**src/rtl/fetch_pkg.sv**
```systemverilog
// Shared types and constants for the fetch-to-decode queue.
package fetch_pkg;

    localparam int unsigned XLEN = 32;
    // addi x0,x0,0: presented to decode whenever the queue has nothing valid
    localparam logic [XLEN-1:0] NOP_INSTR = 32'h0000_0013;

    typedef struct packed {
        logic [XLEN-1:0] pc;
        logic [XLEN-1:0] instr;
    } fetch_entry_t;

endpackage

```
**src/rtl/fetch_queue_mem.sv**
```systemverilog
// Entry storage for fetch_queue: one synchronous write port, one combinational read port.
module fetch_queue_mem
    import fetch_pkg::*;
#(
    parameter int unsigned DEPTH = 4
) (
    input  logic                     clk,
    input  logic                     we,
    input  logic [$clog2(DEPTH)-1:0] waddr,
    input  fetch_entry_t             wdata,
    input  logic [$clog2(DEPTH)-1:0] raddr,
    output fetch_entry_t             rdata
);

    fetch_entry_t mem [DEPTH];

    always_ff @(posedge clk) begin
        if (we) begin
            mem[waddr] <= wdata;
        end
    end

    assign rdata = mem[raddr];

endmodule

```
**src/rtl/fetch_queue.sv**
```systemverilog
// Decoupling FIFO between fetch and decode with flush support.
// Optional same-cycle fetch-to-decode bypass when FETCH_QUEUE_BYPASS_EN is defined.
module fetch_queue
    import fetch_pkg::*;
#(
    parameter int unsigned DEPTH = 4,
    parameter int unsigned XLEN  = 32
) (
    input  logic                       clk,
    input  logic                       rst_n,
    input  logic                       flush_i,
    input  logic                       fetch_valid_i,
    output logic                       fetch_ready_o,
    input  logic [XLEN-1:0]            fetch_pc_i,
    input  logic [XLEN-1:0]            fetch_instr_i,
    output logic                       dec_valid_o,
    input  logic                       dec_ready_i,
    output logic [XLEN-1:0]            dec_pc_o,
    output logic [XLEN-1:0]            dec_instr_o,
    output logic [$clog2(DEPTH):0]     count_o
);

    localparam int unsigned AW = $clog2(DEPTH);
    localparam int unsigned CW = AW + 1;

    logic [AW-1:0] wr_ptr_q, wr_ptr_d;
    logic [AW-1:0] rd_ptr_q, rd_ptr_d;
    logic [CW-1:0] count_q, count_d;

    logic         push;
    logic         pop;
    logic         bypass;
    fetch_entry_t fetch_entry;
    fetch_entry_t head_entry;
    fetch_entry_t out_entry;

    assign fetch_entry = '{pc: fetch_pc_i, instr: fetch_instr_i};

`ifdef FETCH_QUEUE_BYPASS_EN
    assign bypass = (count_q == '0) && fetch_valid_i && !flush_i;
`else
    assign bypass = 1'b0;
`endif

    assign fetch_ready_o = (count_q != CW'(DEPTH));
    assign dec_valid_o   = (count_q != '0) || bypass;

    // A bypassed entry taken by decode this cycle is never written
    assign push = fetch_valid_i && fetch_ready_o && !flush_i && !(bypass && dec_ready_i);
    assign pop  = (count_q != '0) && dec_ready_i && !flush_i;

    fetch_queue_mem #(
        .DEPTH (DEPTH)
    ) u_mem (
        .clk   (clk),
        .we    (push),
        .waddr (wr_ptr_q),
        .wdata (fetch_entry),
        .raddr (rd_ptr_q),
        .rdata (head_entry)
    );

    assign out_entry   = bypass ? fetch_entry : head_entry;
    assign dec_pc_o    = dec_valid_o ? out_entry.pc : '0;
    assign dec_instr_o = dec_valid_o ? out_entry.instr : NOP_INSTR;
    assign count_o     = count_q;

    always_comb begin
        wr_ptr_d = wr_ptr_q;
        rd_ptr_d = rd_ptr_q;
        count_d  = count_q;
        if (flush_i) begin
            wr_ptr_d = '0;
            rd_ptr_d = '0;
            count_d  = '0;
        end else begin
            if (push) begin
                wr_ptr_d = wr_ptr_q + AW'(1);
            end
            if (pop) begin
                rd_ptr_d = rd_ptr_q + AW'(1);
            end
            count_d = count_q + CW'(push) - CW'(pop);
        end
    end

    always_ff @(posedge clk or negedge rst_n) begin
        if (!rst_n) begin
            wr_ptr_q <= '0;
            rd_ptr_q <= '0;
            count_q  <= '0;
        end else begin
            wr_ptr_q <= wr_ptr_d;
            rd_ptr_q <= rd_ptr_d;
            count_q  <= count_d;
        end
    end

endmodule

```
**config.mk**
```make
export PLATFORM = sky130hd
export DESIGN_NAME = fetch_queue
export DESIGN_NICKNAME = d
export VERILOG_FILES = /design/src/rtl/fetch_pkg.sv /design/src/rtl/fetch_queue_mem.sv /design/src/rtl/fetch_queue.sv
export SDC_FILE = /design/constraint.sdc
export NUM_CORES = 1
export LEC_CHECK = 0
export BUFFER_PORTS_ARGS = -buffer_cell sky130_fd_sc_hd__buf_2
export CAP_MARGIN = 20
export CELL_PAD_IN_SITES_DETAIL_PLACEMENT = 1
export CELL_PAD_IN_SITES_GLOBAL_PLACEMENT = 1
export CORE_ASPECT_RATIO = 0.5
export CORE_MARGIN = 2
export CORE_UTILIZATION = 50
export CTS_CLUSTER_SIZE = 12
export DETAILED_ROUTE_END_ITERATION = 10
export GPL_TIMING_DRIVEN = 1
export PLACE_DENSITY = 0.82
export SLEW_MARGIN = 20
export SYNTH_ARGS = -nofsm -noshare
export SYNTH_HDL_FRONTEND = slang
export SYNTH_SLANG_ARGS = --single-unit
```
**constraint.sdc**
```tcl
create_clock -name clk -period 5.4 [get_ports clk]
set_input_delay 0.27 -clock clk [delete_from_list [all_inputs] [get_ports clk]]
set_output_delay 0.27 -clock clk [all_outputs]
set_load 0.01 [all_outputs]
```
==> impl_metrics.toml <==
[logic_synthesis]
netlist_instances = 455
synth_warnings = 0
yosys.area_share.xor_xnor_pct = 0.173
synth-compound-area-share_pct = 0.272
synthAdderAreaFrac_pct = 0.939
synthMuxAreaShare_pct = 14.3
synth_top_area_cell = "edfxtp_1"
synth_top_cell_area_share_pct = 75.9
synth_nets = 531
synth.area.top_cells = "edfxtp_1 (76%), mux4_2 (14%), and2_1 (4.1%), dfrtp_1 (1.7%), ha_1 (0.74%)"
synth_top_family_by_area = "multiplexers"
synth.avg_cell_area_um2 = 22.2
syn_area_um2 = 10100
synth-seq-area-share_pct = 77.7
synth_seq_cells = 263
yosys.area_share.simple_pct = 5.07
yosysUniqueCellTypes = 24

[critical_path]
crit_arrival_ps = 2470
regToRegStartpoint = "count_o[1]"
required_ps = 5130
worst-path-max-fanout = 62
endpoint_kind = "output port"
critPathKind = "register to output port"
crit_path_start = "count_o[1]"
crit_path_start_kind = "register"

[cells_and_area]
nets = 741
area_growth_pct = 22.4
diodes = 0
instances_no_fill = 940
layout-drive-gt1-share_pct = 35.0

[die]
fp.dieH_um = 105
initial_core_util_pct = 51.5
core_um2 = 19600
boundaryPins = 138
rows = 36
die_w_um = 205
dieArea_um2 = 21500

[sta]
relSlewSlack_pct = 31.5
fin_crit_ps = 2740
final-setup-viol-count = 0
worst_pin_slew_ps = 1030
skew_ps = 9.71
fmax_mhz = 364
finalCritPeriodShare_pct = 50.8
rsz0062_at_grt = "false"
tns_ps = 0
drv_slew = 0
finalHoldViolCount = 0

[routing]
viasPerCell = 5.31
ant_nets = 0
drt_wl_total_um = 21000
drt_first_pass_iters = 4
post_drt_wl_per_cell_um = 22.4
dr_wl_met3_um = 811
highest_layer = "met4"
wl_met2_um = 11100
drt_iter0_markers = 285
met1_length_um = 8720
vias = 4990
drc = 0

[cts]
clk_pin_slew_ps = 60
clk_latency_ps = 500
cts_inserted_buffers = 25
clk_path_buf_depth = 3
cts_htree_levels = 1
cts_tree = "yes"
cts-resized-gates = 0
post_cts_buffers = 0
root_buffer = "clkbuf_16"
clkSinkCount = 263

[worst_hold_path]
hp-class = "primary input to register"
hp-start = "flush_i"

[global_routing]
antenna_found_initial = 0
first_global_vias = 5739
grt_pass1_wl_um = 32800
grt_max_degree = 67
grt.overflow.total = 0
grt_usage_pct = 20.3

[job]
max_cap_viol_count = 0

[pwr]
peakVddDrop_mv = 0.223
leakage_nw = 4.28
p_per_area_nw_per_um2 = 437

[place]
place_congestion = 0.686
hpwl_um = 11900
dp_cells = 838
port_buffers = 137

[run_status]
outcome = "complete, no violations"
==> stage by stage <==
stage	hold WS [ps]	utilization (%)	cell area (µm²)	total power (W)	worst slack (ps)
after floorplan	-25.6	-	10100	0.00339	2500
after global placement	118	56.2	11000	0.00387	2580
after detailed placement	121	56.2	11000	0.00390	2590
after CTS	28.8	62.9	12400	0.00547	2020
after global routing	49.0	63.1	12400	0.00566	2410
final	56.3	63.1	12400	0.00542	2660
==> path summary, 6_finish.rpt <==
check,slack [ps],cells past startpoint,end
max,2660,4,dec_instr_o[2]
min,60,2,rd_ptr_q[1]
max reg2reg,2750,11,count_o[2]
min reg2reg,640,2,wr_ptr_q[1]
max in group asynchronous,5070,2,rd_ptr_q[0]
min in group asynchronous,150,2,wr_ptr_q[0]
==> repair_timing <==
action	in CTS	in global routing
hold buffers	65	0
endpoints found under the hold margin	263	0
setup endpoints to repair	0	0
==> cell usage in the layout, fill, tap and decap left out, drive strengths merged, types with 2 or more instances in the layout <==
master / Yosys / routed
ha: 6 / 6
or3: 2 / 2
edfxtp: 256 / 256
nor2: 5 / 5
xor2: 2 / 2
nand2b: 2 / 2
dfrtp: 7 / 7
o21ai: 2 / 2
mux4: 64 / 64
dlygate4sd3: 0 / 65
and2: 66 / 66
buf: 12 / 139
inv: 8 / 8
a21oi: 2 / 2
nor3: 3 / 3
or2: 3 / 3
clkbuf: 9 / 36
==> cells by family after synthesis <==
kind of cell / after synthesis
compound gates: 5
xor+xnor: 2
fa+ha+maj: 7
buf+inv: 29
flops: 263
mux: 65
simple gates: 84
==> final cells by class <==
type | instances | area, µm²
multi-input combinational | 163 | 2110
inverter | 8 | 30.0
tap | 266 | 333
sequential | 263 | 7870
fill | 1702 | 7250
clock buffer | 36 | 667
timing repair buffer | 204 | 1370
==> synthesized netlist by cell type (all sizes together) <==
master	count
a21oi	2
and2	66
buf	12
clkbuf	9
dfrtp	7
edfxtp	256
fa	1
ha	6
inv	8
mux2i	1
mux4	64
nand2	1
nand2b	2
nor2	5
nor2b	1
nor3	3
nor3b	1
o21ai	2
o31ai	1
or2	3
or3	2
xor2	2
==> power by group <==
part	total [W]	internal [W]	switching, W
clock network	0.00152	0.000842	0.000679
logic	0.00143	0.000700	0.000727
registers	0.00247	0.00237	0.000102
==> registers in the layout, summed over array words and instances (netlist names) <==
name and flops:
u_mem.mem 256, wr_ptr_q 2, rd_ptr_q 2, count_o 3
==> layer usage <==
metal	vias up	track usage, %
met4	0	5.19
met5	-	0
met3	31	3.59
li1	2248	-
met1	2597	26.2
met2	114	36.0
==> critical path, cell delays in order, from the launching register on <==
cell	delay, ps
dfrtp_1	460
nor3_2	470
inv_2	530
and2_1	330
buf_2	150
No activity file was read; power rests on OpenSTA's default activity.
